<file path="config.mk">
export PLATFORM = sky130hd
export DESIGN_NAME = icache_line_fill_flat
export DESIGN_NICKNAME = d
export VERILOG_FILES = /design/src/rtl/icache_line_fill_if.sv /design/src/rtl/icache_line_fill.sv /design/src/flat_wrapper.sv
export SDC_FILE = /design/constraint.sdc
export NUM_CORES = 1
export LEC_CHECK = 0
export BUFFER_PORTS_ARGS = -buffer_cell sky130_fd_sc_hd__buf_2
export CAP_MARGIN = 10
export CORE_MARGIN = 5
export CORE_UTILIZATION = 25
export CTS_CLUSTER_SIZE = 30
export DETAILED_ROUTE_END_ITERATION = 10
export GPL_TIMING_DRIVEN = 1
export PLACE_DENSITY = 0.43
export SYNTH_ARGS = -nofsm -noshare
export SYNTH_HDL_FRONTEND = slang
export SYNTH_SLANG_ARGS = --single-unit
</file>
<file path="constraint.sdc">
create_clock -name clk -period 3 [get_ports clk]
set_input_delay 0.45 -clock clk [delete_from_list [all_inputs] [get_ports clk]]
set_output_delay 0.45 -clock clk [all_outputs]
set_load 0.02 [all_outputs]
</file>
<file path="src/rtl/icache_line_fill_if.sv">
// Handshake bundle for the instruction-cache line-fill engine.
// Line side: the cache requests a whole line and receives it assembled.
// Memory side: the engine issues one 32-bit word read per beat.
// Modport "slave" is the fill engine's view (it serves line requests and
// drives the memory requests); "master" is the cache/memory side view.
interface icache_line_fill_if #(
    parameter int LINE_BYTES = 8
);
    logic                    line_valid;
    logic                    line_ready;
    logic [31:0]             line_addr;
    logic [8*LINE_BYTES-1:0] line_rdata;
    logic                    mem_valid;
    logic                    mem_ready;
    logic [31:0]             mem_addr;
    logic [31:0]             mem_rdata;

    modport slave (
        input  line_valid,
        input  line_addr,
        output line_ready,
        output line_rdata,
        output mem_valid,
        output mem_addr,
        input  mem_ready,
        input  mem_rdata
    );

    modport master (
        output line_valid,
        output line_addr,
        input  line_ready,
        input  line_rdata,
        input  mem_valid,
        input  mem_addr,
        output mem_ready,
        output mem_rdata
    );
endinterface

</file>
<file path="src/rtl/icache_line_fill.sv">
// Instruction-cache line-fill engine.
// Accepts a line request, reads the line from memory one 32-bit word per
// beat (lowest address first), assembles it and returns it with a
// one-cycle line_ready pulse. Dropping line_valid mid-fill aborts the fill
// after the beat in flight completes.
// Optional feature macro: ICACHE_LINE_FILL_BUF_EN adds a one-entry
// last-line buffer; a request for the most recently completed line is
// answered from it without touching memory.
//
// state   | meaning
// --------+---------------------------------------------------------
// S_IDLE  | waiting for line_valid; line_rdata holds the last line
// S_FETCH | mem_valid high, reading word beat_q at mem_addr
// S_DONE  | line_ready high for this single cycle, then back to IDLE
module icache_line_fill #(
    parameter int NUM_BLOCKS = 4,
    parameter int BLOCK_SIZE = 2
) (
    input  logic              clk,
    input  logic              resetn,
    icache_line_fill_if.slave bus
);
    // LINE_BYTES must be a multiple of 4 so the line is a whole number of beats.
    localparam int                LINE_BYTES = NUM_BLOCKS * BLOCK_SIZE;
    localparam int                BEATS      = LINE_BYTES / 4;
    localparam int                LINE_W     = 8 * LINE_BYTES;
    localparam int                BEAT_W     = (BEATS > 1) ? $clog2(BEATS) : 1;
    localparam logic [31:0]       OFF_MASK   = 32'(LINE_BYTES - 1);
    localparam logic [BEAT_W-1:0] BEAT_LAST  = BEAT_W'(BEATS - 1);

    localparam logic [1:0] S_IDLE  = 2'd0;
    localparam logic [1:0] S_FETCH = 2'd1;
    localparam logic [1:0] S_DONE  = 2'd2;

    logic [1:0]        state_q,      state_d;
    logic [BEAT_W-1:0] beat_q,       beat_d;
    logic              mem_valid_q,  mem_valid_d;
    logic [31:0]       mem_addr_q,   mem_addr_d;
    logic              line_ready_q, line_ready_d;
    logic [LINE_W-1:0] line_rdata_q, line_rdata_d;

    logic [31:0]       req_base;
    logic              buf_hit;
    logic [LINE_W-1:0] hit_data;

    // Offset bits of the request address are dropped: fills are line aligned.
    assign req_base = bus.line_addr & ~OFF_MASK;

`ifdef ICACHE_LINE_FILL_BUF_EN
    logic              buf_valid_q, buf_valid_d;
    logic [31:0]       buf_tag_q,   buf_tag_d;
    logic [LINE_W-1:0] buf_data_q,  buf_data_d;

    assign buf_hit  = buf_valid_q && (buf_tag_q == req_base);
    assign hit_data = buf_data_q;

    // Capture the line only when a fill runs to completion; aborts leave it alone.
    always_comb begin
        buf_valid_d = buf_valid_q;
        buf_tag_d   = buf_tag_q;
        buf_data_d  = buf_data_q;
        if ((state_q == S_FETCH) && bus.mem_ready && bus.line_valid &&
            (beat_q == BEAT_LAST)) begin
            buf_valid_d = 1'b1;
            buf_tag_d   = mem_addr_q & ~OFF_MASK;
            buf_data_d  = line_rdata_d;
        end
    end

    // Last-line buffer registers; reset invalidates the entry.
    always_ff @(posedge clk or negedge resetn) begin
        if (!resetn) begin
            buf_valid_q <= 1'b0;
            buf_tag_q   <= '0;
            buf_data_q  <= '0;
        end else begin
            buf_valid_q <= buf_valid_d;
            buf_tag_q   <= buf_tag_d;
            buf_data_q  <= buf_data_d;
        end
    end
`else
    assign buf_hit  = 1'b0;
    assign hit_data = '0;
`endif

    // Fill sequencer: request acceptance, per-beat word capture, abort and completion.
    always_comb begin
        state_d      = state_q;
        beat_d       = beat_q;
        mem_valid_d  = mem_valid_q;
        mem_addr_d   = mem_addr_q;
        line_ready_d = 1'b0;
        line_rdata_d = line_rdata_q;

        case (state_q)
            S_IDLE: begin
                if (bus.line_valid) begin
                    if (buf_hit) begin
                        state_d      = S_DONE;
                        line_ready_d = 1'b1;
                        line_rdata_d = hit_data;
                    end else begin
                        state_d     = S_FETCH;
                        beat_d      = '0;
                        mem_valid_d = 1'b1;
                        mem_addr_d  = req_base;
                    end
                end
            end

            S_FETCH: begin
                // mem_valid stays high through wait cycles until the word arrives.
                if (bus.mem_ready) begin
                    line_rdata_d[32*int'(beat_q) +: 32] = bus.mem_rdata;
                    if (!bus.line_valid) begin
                        // Requester gave up: keep the word just read, skip the rest.
                        state_d     = S_IDLE;
                        beat_d      = '0;
                        mem_valid_d = 1'b0;
                    end else if (beat_q == BEAT_LAST) begin
                        state_d      = S_DONE;
                        beat_d       = '0;
                        mem_valid_d  = 1'b0;
                        line_ready_d = 1'b1;
                    end else begin
                        beat_d     = beat_q + BEAT_W'(1);
                        mem_addr_d = mem_addr_q + 32'd4;
                    end
                end
            end

            S_DONE: begin
                state_d = S_IDLE;
            end

            default: begin
                state_d     = S_IDLE;
                beat_d      = '0;
                mem_valid_d = 1'b0;
            end
        endcase
    end

    // Sequencer registers; reset clears every output mid-fill as well.
    always_ff @(posedge clk or negedge resetn) begin
        if (!resetn) begin
            state_q      <= S_IDLE;
            beat_q       <= '0;
            mem_valid_q  <= 1'b0;
            mem_addr_q   <= '0;
            line_ready_q <= 1'b0;
            line_rdata_q <= '0;
        end else begin
            state_q      <= state_d;
            beat_q       <= beat_d;
            mem_valid_q  <= mem_valid_d;
            mem_addr_q   <= mem_addr_d;
            line_ready_q <= line_ready_d;
            line_rdata_q <= line_rdata_d;
        end
    end

    assign bus.mem_valid  = mem_valid_q;
    assign bus.mem_addr   = mem_addr_q;
    assign bus.line_ready = line_ready_q;
    assign bus.line_rdata = line_rdata_q;
endmodule

</file>
<file path="src/flat_wrapper.sv">
// flat-port wrapper written by rule: the top's interface ports become plain ports
module icache_line_fill_flat 
#(
    parameter int NUM_BLOCKS = 4,
    parameter int BLOCK_SIZE = 2
)
  (clk, resetn, bus_line_valid, bus_line_addr, bus_line_ready, bus_line_rdata, bus_mem_valid, bus_mem_addr, bus_mem_ready, bus_mem_rdata);
  icache_line_fill_if #(.LINE_BYTES(8)) bus_i ();
  input  logic clk;
  input  logic resetn;
  input wire logic [$bits(bus_i.line_valid)-1:0] bus_line_valid;
  input wire logic [$bits(bus_i.line_addr)-1:0] bus_line_addr;
  output wire logic [$bits(bus_i.line_ready)-1:0] bus_line_ready;
  output wire logic [$bits(bus_i.line_rdata)-1:0] bus_line_rdata;
  output wire logic [$bits(bus_i.mem_valid)-1:0] bus_mem_valid;
  output wire logic [$bits(bus_i.mem_addr)-1:0] bus_mem_addr;
  input wire logic [$bits(bus_i.mem_ready)-1:0] bus_mem_ready;
  input wire logic [$bits(bus_i.mem_rdata)-1:0] bus_mem_rdata;
  assign bus_i.line_valid = bus_line_valid;
  assign bus_i.line_addr = bus_line_addr;
  assign bus_line_ready = bus_i.line_ready;
  assign bus_line_rdata = bus_i.line_rdata;
  assign bus_mem_valid = bus_i.mem_valid;
  assign bus_mem_addr = bus_i.mem_addr;
  assign bus_i.mem_ready = bus_mem_ready;
  assign bus_i.mem_rdata = bus_mem_rdata;
  icache_line_fill #(.NUM_BLOCKS(NUM_BLOCKS), .BLOCK_SIZE(BLOCK_SIZE)) u_core (.clk(clk), .resetn(resetn), .bus(bus_i));
endmodule
</file>
### Word-level counts from Yosys, hierarchy flattened

Index checks and enable logic that the tools add are counted.

| cells by class | value |
|---|---|
| add/sub/neg operators | 3 |
| equality and inequality tests | 7 |
| shift operators | 2 |
| multiplexer cells | 25 |
| bitwise operators | 1 |
| reduce and logical (&&, ||, !) cells | 7 |

Operator list:

| cell | number |
|---|---|
| 2-to-1 mux 32 bit | 4 |
| bitwise mux 64 bit | 1 |
| one-hot mux 32 bit (2 select lines) | 1 |
| variable shift 32 x 33 -> 64 bit (first input constant) | 1 |
| indexed part select 32 x 33 -> 64 bit | 1 |
| negator 6 -> 33 bit | 1 |
| adder 32 x 3 -> 32 bit (second input constant) | 1 |
| 2-to-1 mux 1 bit | 12 |
| 2-to-1 mux 2 bit | 4 |
| inequality test 2 bit (second input constant) | 4 |
| one-hot mux 1 bit (3 select lines) | 2 |
| AND reduction 3 bit | 2 |
| AND reduction 5 bit | 1 |
| one-hot mux 2 bit (2 select lines) | 1 |
| AND reduction 4 bit | 1 |
| inequality test 3 x 2 -> 1 bit (second input constant) | 1 |
| == test 2 x 1 -> 1 bit (second input constant) | 1 |
| == test 2 bit (second input constant) | 1 |
| logical NOT 2 bit | 1 |
| AND reduction 2 bit | 1 |
| nonzero test 2 bit | 1 |
| adder 1 bit (second input constant) | 1 |
| inverter 1 bit | 1 |

| storage, ports and cells | value |
|---|---|
| flip-flop bits (word level) | 101 |
| output and inout port bits | 98 |
| logic and storage cells | 51 |

### Logic depth before layout (Yosys ltp)

Gate-level depths: netlist of the first run.

| logic depth | value |
|---|---|
| depth in word-level cells | 5 |
| depth in mapped cells | 7 |
| gate-level depth less buffers | 6 |

### Worst setup path before layout of the first run

OpenSTA, ideal clock, no wires.

| timing | value |
|---|---|
| path type | register to register |
| start point | reg u_core.mem_addr_q[2] (netlist: u_core.bus.mem_addr[2]) |
| end point | reg u_core.mem_addr_q[30] (netlist: u_core.bus.mem_addr[30]) |
| arrival time | 1.839 ns |
| required time | 2.929 ns |
| slack | 1.090 ns |
| cell stages (with the launch flop) | 7 |
| clock period less this slack | 1.910 ns |
| cell sequence | dfrtp_1 ha_1 nand3_1 nor2_2 nand2_1 or4_1 nand4_1 |

| on the way | value |
|---|---|
| longest elaborated chain between the ends | 5 |

RTL lines:

| what | line | RTL |
|---|---|---|
| start: declaration | icache_line_fill.sv:38 | `logic [31:0] mem_addr_q, mem_addr_d;` |
| start signal: assignment | icache_line_fill.sv:158 | `mem_addr_q <= mem_addr_d;` |
| adder 32 x 3 -> 32 bit | icache_line_fill.sv:128 | `mem_addr_d = mem_addr_q + 32'd4;` |
| 2-to-1 mux 32 bit | icache_line_fill.sv:121 | `end else if (beat_q == BEAT_LAST) begin` |
| 2-to-1 mux 32 bit | icache_line_fill.sv:116 | `if (!bus.line_valid) begin` |
| 2-to-1 mux 32 bit | icache_line_fill.sv:114 | `if (bus.mem_ready) begin` |
| one-hot mux 32 bit (2 select lines) | icache_line_fill.sv:96 | `case (state_q)` |

No other way between the ends. The select of a mux whose other input is x is not followed.
A chain may end at the register's enable or synchronous reset.

### Worst setup path after layout of the first run

| timing | value |
|---|---|
| start point | reg u_core.state_q[0] |
| end point | reg u_core.line_rdata_q[34] (netlist: u_core.bus.line_rdata[34]) |

| on the way | value |
|---|---|
| longest elaborated chain between the ends | 2 |

RTL lines:

| what | line | RTL |
|---|---|---|
| start: declaration | icache_line_fill.sv:35 | `logic [1:0] state_q, state_d;` |
| start signal: assignment | icache_line_fill.sv:155 | `state_q <= state_d;` |
| == test 2 x 1 -> 1 bit | icache_line_fill.sv:96 |  |
| AND reduction 2 bit (no source line) | - |  |
| end signal: assignment | icache_line_fill.sv:160 | `line_rdata_q <= line_rdata_d;` |
| end: declaration | icache_line_fill.sv:40 | `logic [LINE_W-1:0] line_rdata_q, line_rdata_d;` |

No other way between the ends.

==> out/results.txt, run 1 <==
Setup slack on the critical path of the routed design comes to 0.891 ns. For the pin with the worst max-slew slack, the measured transition is 0.937 ns. The number of clock buffers added by TritonCTS is 9.

The logs give 0 for the number of antenna violations at the first check in global routing and 54 for the maximum number of pins on one net before global-route repair. The logs give 0.545 for the sequential fraction of the synthesis area and 0 for the number of buffers inserted by post-CTS setup repair. The global-route total usage across every layer was 0.121.

The clock network fraction of total power was 0.230. The detailed-placement wirelength estimate is 9100 um. Broken down by cell family, the worst path's largest delay share belongs to simple AND/OR/NAND/NOR gates. Max-cap violation count: 0. The signed area change from the synthesized netlist to the final layout was 30.7%.

By count the netlist is led by sky130_fd_sc_hd__dfrtp_1 (99), sky130_fd_sc_hd__mux2_2 (64), sky130_fd_sc_hd__a21oi_1 (28), sky130_fd_sc_hd__nand2_1 (25), sky130_fd_sc_hd__nand3_1 (23). The core region is 17900 um^2. The multi-input combinational cells in the finished layout cover a total of 1930 um^2. TritonCTS built the clock tree. For this run, the detailed router's first-pass iteration total came to 4. Summed over all instances, the cell type with the most area after synthesis is sky130_fd_sc_hd__dfrtp_1. The most frequent cell after synthesis is sky130_fd_sc_hd__dfrtp_1. The share of the clock period used by the worst path is 0.703, and the number of enable flip-flop cells after synthesis is 0. The critical path's slowest cell is sky130_fd_sc_hd__nand3_2. The share of total power in combinational logic came out at 0.388. Setup violations remaining at the end of the flow were counted as 0. Fraction of the mapped netlist area in simple logic gates: 0.131. The signal on the critical path passes through inv_1, nor2_4, nand3_2, mux2_2. The number of antenna diodes in the final layout is 0.

The adder and majority cell fraction of the synthesized area is 0.00275. For the final hold violation count, the log shows 0. The net switching power figure came out at 2.39 mW. The clock net in this run drives a total of 99 sinks. The tools report the total wire length after detailed routing as 12800 um. The layout cell share with drive strength beyond 1 is 0.484, and the synthesized-area fraction occupied by ao, oa, aoi and oai cells is 0.126.

The detailed-route wire length per cell works out to 16.5 um. The fraction of synthesis flops using an asynchronous set or reset pin came out at 1.00. The run gives 6.03 mW as the total power. The most used flip-flop cell after synthesis is sky130_fd_sc_hd__dfrtp_1. The number of global-route vias before repair was 3785; the total number of placement rows was 49. In the routed design, unresolved DRC markers number 0. After synthesis, the cell types taking the most area are sky130_fd_sc_hd__dfrtp_1 (55%), sky130_fd_sc_hd__mux2_2 (16%), sky130_fd_sc_hd__a21oi_1 (3.1%). Hold repair after CTS inserted 0 buffers.

The worst setup path is launched from a flip-flop. Of all nets on the critical path, the largest fanout is 34. After synthesis the netlist holds a flip-flop and latch count of 99. The logs give 612 for the number of nets at the end of the flow and 0 for the number of warnings issued by yosys. Buffer cell driving the clock tree root: sky130_fd_sc_hd__clkbuf_16. The count of cells resized by post-cts repair is 0, and the average cell area after synthesis is 11.8 um^2. Number of buffers on the longest clock path: 2.

The logs give 1897 for the number of fill cells in the layout and 0.0125 ns for the clock skew after layout. The logs give 0.381 for the power share of the sequential group and 386 for the gate count after technology mapping. Using the TritonRoute via totals, the vias-per-cell ratio works out to 4.66. The floorplan step set the die width to 145 um.

In this run the power density over the cells is 1010 nW/um^2. The cell-internal power is 3.63 mW. At the worst endpoint, the required time is 3.23 ns.

The H-tree was split into 3 levels. The post-synthesis xor/xnor area fraction came out at 0. The tools report the setup slack after placement as 0.842 ns. The run gives 0.35 ns as the clock latency at the later pin of the worst-skew pair. The logs give 0 ns for the final sum of negative setup slack and 0 for the count of pins over their slew limit. The die covers 21000 um^2. The detailed router finished its first iteration with 142 violations.

Subtracting the final worst setup slack from the clock period gives 2.11 ns. The tools report the arrival time reported for the critical path endpoint as 2.34 ns. The total overflow left after global routing is 0. Category of the critical setup timing path: flip-flop to flip-flop.

The area fraction of the dominant cell type after synthesis is 0.545, and the register clock-pin slew on the reported worst setup and hold paths is 0.07 ns. Routability-driven placement finished with a final weighted congestion of 0.730. Kind of path behind the tightest hold check: primary input to async pin. The delay of the slowest cell on the worst path is 0.71 ns. The count of buffering cells on the critical path with inverters included is 1.

IR analysis of the VDD net gives a maximum drop of 411 uV. The run finished with clean final reports. The logs give 0.375 for the tightest slew margin relative to the limit and 50 for the number of library cell types mapped by synthesis. The first global-routing pass estimated 20200 um of wire.

STA classifies the critical path endpoint as a flip-flop. The die outline height came out at 145 um. The number of routed nets with antenna violations was 0.

The standby leakage power is 2.69 nW, and the synthesized cell area is 4540 um^2. The number of buffers added on ports works out to 160. The tools report the overall via count from detail_route as 3617. Setup repair after global routing left no endpoint under its margin. The switching share of power came out at 0.397.

The logs give 166 for the number of I/O pins and 2480 um^2 for the flip-flop and latch area. The starting density of the core came out at 0.254. By area, the combinational part of the netlist is dominated by multiplexers. The multiplexer fraction of the synthesized cell area is 0.159, and the maximum achievable frequency is 474 MHz.
[sequential cells by signal (all words and copies together), names as in the netlist]
| register | flops |
|---|---|
| u_core.beat_q | 1 |
| u_core.bus.line_rdata | 64 |
| u_core.bus.line_ready | 1 |
| u_core.bus.mem_addr | 30 |
| u_core.bus.mem_valid | 1 |
| u_core.state_q | 2 |
[layout make-up]
| cell class | instances | area share |
|---|---|---|
| clock buffer | 9 | 0.0379 |
| clock inverter | 7 | 0.0225 |
| inverter | 5 | 0.00316 |
| multi-input combinational | 261 | 0.325 |
| sequential | 99 | 0.417 |
| tap | 229 | 0.0483 |
| timing repair buffer | 167 | 0.146 |
[cells by family (layout without fill, tap and decap cells)]
kind of cell,count (synthesis),count (layout)
AOI/OAI and AO/OA,88,88
adders and majority gates,1,1
buffers and inverters,27,188
DFF,99,99
muxes,64,64
other,1,2
and+or+nand+nor,106,106
[routing by layer]
layer,GRT usage,up-vias,part of all wire
met3,0.0529,10,0.12
li1,-,1736,-
met4,0.0368,0,0.010
met1,0.151,1744,0.42
met2,0.192,127,0.45
met5,0,-,0
[cell usage in the layout (no fill, tap or decap), drive strengths merged, types with 3 or more instances in the layout]
cell type	count
nor3	4
a311oi	4
buf	167
o21ai	15
a31oi	4
o22ai	8
nor2b	3
nand2	26
or3	4
a21oi	29
and2	3
clkbuf	9
nor2	19
nand2b	3
nand4	7
o311ai	5
nand3	24
mux2	64
and3	7
o22a	9
a2bb2oi	5
dfrtp	99
inv	7
bufinv	3
[path summary, 6_finish.rpt]
| path | cells after the start | endpoint | slack, ns | startpoint |
|---|---|---|---|---|
| max reg2reg | 4 | u_core.bus.line_rdata[34]$_DFFE_PN0P_ | 0.89 | u_core.state_q[0]$_DFFE_PN0P_ |
| min in group clk | 2 | u_core.bus.line_rdata[35]$_DFFE_PN0P_ | 0.34 | bus_mem_rdata[3] |
| min reg2reg | 1 | u_core.bus.line_rdata[14]$_DFFE_PN0P_ | 0.50 | u_core.bus.line_rdata[14]$_DFFE_PN0P_ |
| max | 4 | u_core.bus.line_rdata[34]$_DFFE_PN0P_ | 0.89 | u_core.state_q[0]$_DFFE_PN0P_ |
| min | 1 | u_core.bus.mem_addr[20]$_DFFE_PN0P_ | 0.13 | resetn |
| max in group asynchronous | 2 | u_core.bus.line_rdata[57]$_DFFE_PN0P_ | 2.16 | resetn |
[stage by stage]
| step | utilization | area (um^2) | hold slack, ns | cells |
|---|---|---|---|---|
| 2_1_floorplan | - | 4550 | 0.154 | 387 |
| 3_3_place_gp | 0.312 | 5580 | 0.484 | 761 |
| 3_5_place_dp | 0.312 | 5580 | 0.488 | 761 |
| 4_1_cts | 0.332 | 5940 | 0.154 | 777 |
| 5_1_grt | 0.332 | 5940 | 0.186 | 777 |
| 6_report | 0.332 | 5940 | 0.127 | 777 |
[power by group through the flow]
| stage | Sequential, mW | Combinational (mW) | Clock (mW) |
|---|---|---|---|
| 2_1_floorplan | 2.95 | 0.844 | 0 |
| 4_1_cts | 2.31 | 2.39 | 1.43 |
| 6_report | 2.30 | 2.34 | 1.39 |
| 3_3_place_gp | 2.30 | 2.37 | 0 |
| 5_1_grt | 2.40 | 2.55 | 1.48 |
| 3_5_place_dp | 2.32 | 2.39 | 0 |
Power figures use the tool's default switching activity.
==> inputs of run 2 (changes only) <==
--- a/config.mk
+++ b/config.mk
@@ -12,7 +12,7 @@
 export CTS_CLUSTER_SIZE = 30
 export DETAILED_ROUTE_END_ITERATION = 10
 export GPL_TIMING_DRIVEN = 1
-export PLACE_DENSITY = 0.43
+export PLACE_DENSITY = 0.45
 export SYNTH_ARGS = -nofsm -noshare
 export SYNTH_HDL_FRONTEND = slang
 export SYNTH_SLANG_ARGS = --single-unit
==> constraint.sdc (replaced) <==
create_clock -name clk -period 1.9 [get_ports clk]
set_input_delay 0.285 -clock clk [delete_from_list [all_inputs] [get_ports clk]]
set_output_delay 0.285 -clock clk [all_outputs]
set_load 0.02 [all_outputs]
==> run 2 against run 1 <==
Net effect:
- combinational power increased by 71%
- register-to-register slack got worse by 0.76 ns
- critical path depth increased by 1
- highest routed layer unchanged
- sequential share of layout area decreased by 1.4 points
- largest cell class unchanged
- critical path type unchanged
- utilization increased by 1.2 points
- count of clock-buffer cells in the layout increased by 1
==> out/results.txt, run 2 (synthesis gave the netlist of run 1 again) <==
The final sum of negative setup slack was 0 ns (unchanged); the register clock-pin slew on the reported worst setup and hold paths was 0.07 ns (about the same). The placeable core area is 17900 um^2 (unchanged). The number of I/O pins was 166 (unchanged); the clock skew after layout was 0.00736 ns (was 0.0125 ns). The number of antenna violations at the first check in global routing was 0 (unchanged); the number of routed nets with antenna violations was 0 (unchanged). The tools report the number of nets at the end of the flow as 634 (was 612). The antenna diode count came out at 0 (unchanged). The detailed-placement wirelength estimate is 9720 um (was 9100 um). The kind of end point of the critical path was a flip-flop (unchanged). The tightest slew margin relative to the limit came out at 0.648 (was 0.375). List of cells traversed by the critical path: nand3_1, and2b_4, nand4_2, or4_1, nand4_1 (was inv_1, nor2_4, nand3_2, mux2_2). TritonCTS built the clock tree.

The category of the critical setup timing path is flip-flop to flip-flop (unchanged). The logs give 567 MHz (was 474 MHz) for the maximum achievable frequency and 799 (was 777) for the number of non-filler instances in the completed layout. The buffer cell driving the clock tree root was sky130_fd_sc_hd__clkbuf_16 (unchanged). The logs give 0.128 (was 0.121) for the global-route total usage across every layer and 49 (unchanged) for the total number of placement rows. The flip-flop count of the largest register, all copies and words added came out at 64 (unchanged). The tools report the die outline area as 21000 um^2 (unchanged). The first-pass GRT wire length is 21100 um (was 20200 um). Internal reg-to-reg setup slack: 0.14 ns (was 0.89 ns). Kind of path behind the tightest hold check: primary input to flip-flop (was primary input to async pin).

The number of buffers added by the clock tree synthesis step was 9 (unchanged); the final hold violation count was 0 (unchanged). The length of the first detailed-routing pass in iterations came out at 5 (was 4). The biggest fanout along the worst timing path is 7 (was 34). The DRC marker count from the first detailed-route iteration was 128 (was 142). The run gives 2.05 ns (was 2.34 ns) as the arrival time reported for the critical path endpoint. For the count of pins over their slew limit, the log shows 0 (unchanged). The slew at the pin with the worst max-slew slack came out at 0.527 ns (was 0.937 ns). The launch instance of the worst min-delay path was bus_mem_rdata[28]. The most frequent standard cell in the layout excluding fill and tap cells was sky130_fd_sc_hd__buf_2 (unchanged). Number of buffers on the longest clock path: 2 (unchanged). Worst hold endpoint: u_core.bus.line_rdata[60]$_DFFE_PN0P_.

The final number of setup-violating endpoints is 0 (unchanged). The die outline height came out at 145 um (unchanged). The detailed-route wire length per cell was 17.0 um (was 16.5 um); the required time of the critical path was 2.19 ns (was 3.23 ns).

The total congestion overflow is 0 (unchanged), and the overall via count from detail_route is 3823 (was 3617). The path depth of the worst reg2reg path came out at 5 (was 4). Reg-to-reg endpoint: u_core.bus.mem_addr[31]$_DFFE_PN0P_ (was u_core.bus.line_rdata[34]$_DFFE_PN0P_).

The number of sinks handled by clock tree synthesis came out at 99 (unchanged). The critical path's slowest cell was sky130_fd_sc_hd__or4_1 (was sky130_fd_sc_hd__nand3_2). For the standby leakage power, the log shows 2.80 nW (was 2.69 nW). The H-tree depth was 3 (unchanged); the flip-flop and latch area was 2480 um^2 (about the same). The layout cell share with drive strength beyond 1 works out to 0.504 (was 0.484).

The number of buffers added on ports was 160 (unchanged). The startpoint type of the worst setup path was a flip-flop (unchanged). Number of instances in the placed design: 780 (was 761). The die boundary width works out to 145 um (unchanged). Start of the worst register-to-register path: u_core.bus.mem_addr[7]$_DFFE_PN0P_ (was u_core.state_q[0]$_DFFE_PN0P_). The areal power density over the cells works out to 1550 nW/um^2 (was 1010 nW/um^2). The logs give 47 (was 54) for the maximum number of pins on one net before global-route repair and 0.35 ns (about the same) for the clock latency at the later pin of the worst-skew pair. The signed area change from the synthesized netlist to the final layout came out at 35.4% (was 30.7%). The worst hold path was traced through 2 stages.

The area of the multi-input gates is 1940 um^2 (was 1930 um^2). The final critical-path required period is 1.76 ns (was 2.11 ns), and the maximum vdd drop is 682 uV (was 411 uV). The per-cell via count in the routed design works out to 4.78 (was 4.66).

The number of fill cells in the layout was 1844 (was 1897); the total wire length after detailed routing was 13600 um (was 12800 um). The delay of the slowest cell on the worst path is 0.49 ns (was 0.71 ns). The run finished with clean final reports. The number of global-route vias before repair came out at 3906 (was 3785).

The placer's final routability congestion estimate is 0.803 (was 0.730), and the share of the clock period used by the worst path is 0.929 (was 0.703). The logs give 0 (unchanged) for the max-cap violation count and 0.254 (unchanged) for the starting density of the core. The number of design rule violations left after detail routing was 0 (unchanged).

Commonest cells after routing, fill and taps aside: sky130_fd_sc_hd__buf_2 (159), sky130_fd_sc_hd__dfrtp_1 (98), sky130_fd_sc_hd__mux2_2 (64) (was sky130_fd_sc_hd__buf_2 (159), sky130_fd_sc_hd__dfrtp_1 (99), sky130_fd_sc_hd__mux2_2 (64)). Setup repair after global routing left no endpoint under its margin.
## run 2: changes by cell type in the layout (fill, tap and decap cells not counted), moves of 2 or more
cell                        change
sky130_fd_sc_hd__buf_4         +15
sky130_fd_sc_hd__bufinv_16      -2
sky130_fd_sc_hd__buf_12         +6
sky130_fd_sc_hd__clkinv_4       +2
## run 2: power by group
| group | switching, mW | internal [mW] | total, mW | leakage, nW |
|---|---|---|---|---|
| registers | 0.600 | 2.97 | 3.57 | 1.16 |
| clock network | 0.871 | 1.08 | 1.95 | 0.155 |
| logic | 2.39 | 1.62 | 4.01 | 1.49 |
## run 2: metrics by stage
step | power [mW] | utilization | area (um^2) | hold slack [ns] | setup slack [ns]
after floorplan | 5.99 | - | 4550 | -0.0106 | 0.00000566
after global placement | 7.56 | 0.324 | 5800 | 0.277 | 0.165
after detailed placement | 7.64 | 0.324 | 5800 | 0.292 | 0.154
after CTS | 9.63 | 0.342 | 6120 | 0.158 | 0.136
after global routing | 10.1 | 0.343 | 6150 | 0.166 | 0.000789
final | 9.53 | 0.343 | 6150 | 0.175 | 0.135
## run 2: layout make-up
class                   count  share of cell area
multi-input cells         261               0.316
inverters                   5             0.00305
repair buffers            189               0.181
clock buffers              10              0.0389
well taps                 229              0.0466
clock inverters             6              0.0118
flip-flops and latches     99               0.403
## run 2: what timing repair did
| action | CTS | global route |
|---|---|---|
| hold buffers | 1 | 0 |
| endpoints found under the hold margin | 34 | 0 |
| buffers inserted | 0 | 2 |
| gates resized for setup | 0 | 2 |
| endpoints found under the setup margin | 0 | 2 |
## run 2: per-layer routing
metal  track usage  vias up  part of all wire
li1              -     1789                 -
met1         0.161     1889              0.42
met2         0.202      130              0.47
met3        0.0490       15             0.099
met4        0.0447        0             0.014
met5             0        -                 0
## run 2: worst max-delay path by stage
stage	startpoint	end
floorplan	u_core.bus.mem_addr[3]$_DFFE_PN0P_	u_core.bus.mem_addr[30]$_DFFE_PN0P_
global placement	u_core.bus.mem_addr[22]$_DFFE_PN0P_	u_core.bus.mem_addr[31]$_DFFE_PN0P_
detailed placement	u_core.bus.mem_addr[22]$_DFFE_PN0P_	u_core.bus.mem_addr[31]$_DFFE_PN0P_
CTS	u_core.bus.mem_addr[22]$_DFFE_PN0P_	u_core.bus.mem_addr[31]$_DFFE_PN0P_
global route	u_core.bus.mem_addr[7]$_DFFE_PN0P_	u_core.bus.mem_addr[31]$_DFFE_PN0P_
finish	u_core.bus.mem_addr[7]$_DFFE_PN0P_	u_core.bus.mem_addr[31]$_DFFE_PN0P_
## run 2: critical path: cells and delay by family (launching register included)
kind             cells  cell delay, ns
flip-flops           1            0.41
AND/OR/NAND/NOR      5            1.28
==> inputs of run 3 (changes only) <==
--- a/config.mk
+++ b/config.mk
@@ -8,11 +8,12 @@
 export BUFFER_PORTS_ARGS = -buffer_cell sky130_fd_sc_hd__buf_2
 export CAP_MARGIN = 10
 export CORE_MARGIN = 5
-export CORE_UTILIZATION = 25
+export CORE_UTILIZATION = 45
 export CTS_CLUSTER_SIZE = 30
 export DETAILED_ROUTE_END_ITERATION = 10
 export GPL_TIMING_DRIVEN = 1
-export PLACE_DENSITY = 0.45
+export PLACE_DENSITY = 0.74
+export SKIP_LAST_GASP = 1
 export SYNTH_ARGS = -nofsm -noshare
 export SYNTH_HDL_FRONTEND = slang
 export SYNTH_SLANG_ARGS = --single-unit
==> run 3 against run 2 <==
Net effect:
- clock power fell by 23%
- global-route usage grew 7.6 points
- combinational power decreased by 2%
- first-iteration DRC count rose by 100%
- fmax is 0.98% lower
- critical path type unchanged
- critical endpoint unchanged
- highest routed layer is now met5
==> out/results.txt, run 3 (synthesis gave the netlist of run 1 again) <==
Setup repair after global routing could not meet its margin everywhere. The length of the first detailed-routing pass in iterations came out at 5 (unchanged). The share of the clock period used by the worst path is 0.938 (was 0.929). TritonCTS built the clock tree. The flip-flop count of the largest register, all copies and words added was 64 (unchanged). Category of the critical setup timing path: flip-flop to flip-flop (unchanged). The number of stages on the worst hold path is 2 (unchanged), and the areal power density over the cells is 1540 nW/um^2 (was 1550 nW/um^2).

The switching share of power was 0.415 (was 0.405); the number of I/O pins was 166 (unchanged). The number of nets at the end of the flow is 626 (was 634). The arrival time reported for the critical path endpoint was 2.08 ns (was 2.05 ns); the standby leakage power was 2.70 nW (was 2.80 nW). Startpoint type of the worst setup path: a flip-flop (unchanged). The final non-filler cell area came out at 5840 um^2 (was 6150 um^2). The run gives 5610 um^2 (was 5800 um^2) as the total cell area at the placement stage. The power share of the sequential group came out at 0.400 (was 0.374). Reg-to-reg endpoint: u_core.bus.mem_addr[31]$_DFFE_PN0P_ (unchanged). The layout cell share with drive strength beyond 1 was 0.497 (was 0.504); the number of global-route vias before repair was 4045 (was 3906). The logs give 3 (unchanged) for the H-tree depth and 0.36 ns (was 0.35 ns) for the clock latency at the later pin of the worst-skew pair.

The minimum setup slack in the final design was 0.118 ns (was 0.135 ns); the maximum number of pins on one net before global-route repair was 52 (was 47). The die outline height works out to 110 um (was 145 um). The start of the worst register-to-register path is u_core.bus.mem_addr[6]$_DFFE_PN0P_ (was u_core.bus.mem_addr[7]$_DFFE_PN0P_).

The logs give 0 (unchanged) for the final hold violation count and 5.27 mW (was 5.66 mW) for the cell-internal power. The biggest fanout along the worst timing path works out to 7 (unchanged). Total congestion overflow: 0 (unchanged). The logs give 561 MHz (was 567 MHz) for the maximum achievable frequency and 0 (unchanged) for the max-cap violation count.

The number of buffers added by the clock tree synthesis step was 9 (unchanged); the detailed-placement wirelength estimate was 8960 um (was 9720 um). The wire length on met3 is 1180 um (was 1350 um). The path depth of the worst reg2reg path was 5 (unchanged). The count of pins over their slew limit is 0 (unchanged), and the net switching power figure is 3.74 mW (was 3.86 mW).

The clock skew after layout was 0.00801 ns (was 0.00736 ns); the final number of setup-violating endpoints was 0 (unchanged). The placer's final routability congestion estimate was 0.834 (was 0.803). The number of buffers added on ports works out to 160 (unchanged).

The number of buffers inserted by post-CTS setup repair came out at 0 (unchanged). The die outline area is 12200 um^2 (was 21000 um^2). Most frequent standard cell in the layout excluding fill and tap cells: sky130_fd_sc_hd__buf_2 (unchanged). The run gives 1 (was 0) as the number of antenna violations at the first check in global routing. The run finished with clean final reports.

The logs give 9820 um^2 (was 17900 um^2) for the placeable core area and 2 (unchanged) for the number of buffers on the longest clock path. Commonest cells after routing, fill and taps aside: sky130_fd_sc_hd__buf_2 (159), sky130_fd_sc_hd__dfrtp_1 (98), sky130_fd_sc_hd__mux2_2 (64) (unchanged). The tools report the buffer cell driving the clock tree root as sky130_fd_sc_hd__clkbuf_8 (was sky130_fd_sc_hd__clkbuf_16).

The overall via count from detail_route is 3784 (was 3823), and the detailed-route wire length per cell is 17.7 um (was 17.0 um). The number of instances in the placed design was 678 (was 780); the number of routed nets with antenna violations was 0 (unchanged). The number of design rule violations left after detail routing was 0 (unchanged). The uppermost metal layer occupied by signal nets is met5 (was met4). The final critical-path required period came out at 1.78 ns (was 1.76 ns). The logs give 2.20 ns (was 2.19 ns) for the required time of the critical path and 920 uV (was 682 uV) for the maximum vdd drop. The tools report the setup slack after placement as 0.127 ns (was 0.154 ns). The detailed-routing wirelength on met1 was 5000 um (was 5690 um). Internal reg-to-reg setup slack: 0.12 ns (was 0.14 ns). End point of the critical path: u_core.bus.mem_addr[31]$_DFFE_PN0P_ (unchanged). The global-route total usage across every layer is 0.204 (was 0.128). Kind of path behind the tightest hold check: primary input to flip-flop (unchanged).

The starting density of the core came out at 0.463 (was 0.254). The register clock-pin slew on the reported worst setup and hold paths works out to 0.10 ns (was 0.07 ns). The antenna diode count was 0 (unchanged); the met2 layer wire length in the routed design was 5920 um (was 6330 um). The total wire length after detailed routing came out at 12300 um (was 13600 um). Number of sinks handled by clock tree synthesis: 99 (unchanged). For the first-pass GRT wire length, the log shows 20400 um (was 21100 um). The tools report the critical path launch point as u_core.bus.mem_addr[6]$_DFFE_PN0P_ (was u_core.bus.mem_addr[7]$_DFFE_PN0P_).

Number of non-filler instances in the completed layout: 694 (was 799). The clock network fraction of total power is 0.167 (was 0.204). Kind of end point of the critical path: a flip-flop (unchanged).

The run gives 260 (was 128) as the DRC marker count from the first detailed-route iteration. The per-cell via count in the routed design was 5.45 (was 4.78); the signed area change from the synthesized netlist to the final layout was 28.7% (was 35.4%). The logs give 0.433 (was 0.421) for the share of total power in combinational logic and 36 (was 49) for the total number of placement rows.

The die boundary width was 110 um (was 145 um). The tools report the launch instance of the worst min-delay path as bus_mem_rdata[18] (was bus_mem_rdata[28]).
-- run 3: changes by cell type in the layout (fill, tap and decap cells not counted), sizes merged --
cell,before,now
inv,7,8
bufinv,1,2
buf,188,180
clkinv,3,0
clkbuf,10,9
clkinvlp,0,1
-- run 3: worst max-delay path, stage by stage, from the launching register on --
cell and delay, ns:
sky130_fd_sc_hd__dfrtp_1 0.45, sky130_fd_sc_hd__nand3_1 0.18, sky130_fd_sc_hd__and2b_4 0.36, sky130_fd_sc_hd__nand4_2 0.15, sky130_fd_sc_hd__or4_1 0.49, sky130_fd_sc_hd__nand4_1 0.10
-- run 3: power by group through the flow --
stage | clock (mW) | sequential (mW) | combinational (mW)
2_1_floorplan | 0 | 4.66 | 1.33
3_3_place_gp | 0 | 3.55 | 3.84
3_5_place_dp | 0 | 3.62 | 3.94
4_1_cts | 1.54 | 3.60 | 3.95
5_1_grt | 1.64 | 3.74 | 4.22
6_report | 1.50 | 3.61 | 3.91
-- run 3: layout make-up --
class                           count  area [um^2]
Clock buffer                        9          124
Inverter                            5         18.8
Fill cell                         874         3980
Multi-Input combinational cell    261         1940
Sequential cell                    99         2480
Clock inverter                      6         93.8
Timing Repair Buffer              181         1030
Tap cell                          133          166
-- run 3: how the worst min path moves through the flow --
stage,end,slack (ns)
after global placement,u_core.bus.mem_addr[31]$_DFFE_PN0P_,0.19
after detailed placement,u_core.bus.mem_addr[31]$_DFFE_PN0P_,0.19
final,u_core.bus.line_rdata[50]$_DFFE_PN0P_,0.16
after global routing,u_core.bus.line_rdata[43]$_DFFE_PN0P_,0.14
after floorplan,u_core.beat_q$_DFFE_PN0P_,-0.01
after CTS,u_core.bus.line_rdata[40]$_DFFE_PN0P_,0.13
-- run 3: repair_timing --
item | CTS | global route
setup endpoints to repair | 0 | 6
hold endpoints to repair | 17 | 0
hold buffers | 1 | 0
resized for setup | 0 | 3
-- run 3: per-stage QoR --
step | setup TNS, ns | power [mW] | hold WS [ns] | util
after floorplan | 0 | 5.99 | -0.0106 | -
final | 0 | 9.02 | 0.155 | 0.595
after CTS | 0 | 9.10 | 0.134 | 0.594
after detailed placement | 0 | 7.56 | 0.190 | 0.571
after global routing | -0.0239 | 9.59 | 0.136 | 0.595
after global placement | 0 | 7.39 | 0.189 | 0.571
-- run 3: per-layer routing --
layer / vias to the layer above / track usage
met3: 13 / 0.0755
met5: - / 0
met4: 2 / 0.0698
met2: 168 / 0.332
li1: 1765 / -
met1: 1836 / 0.250
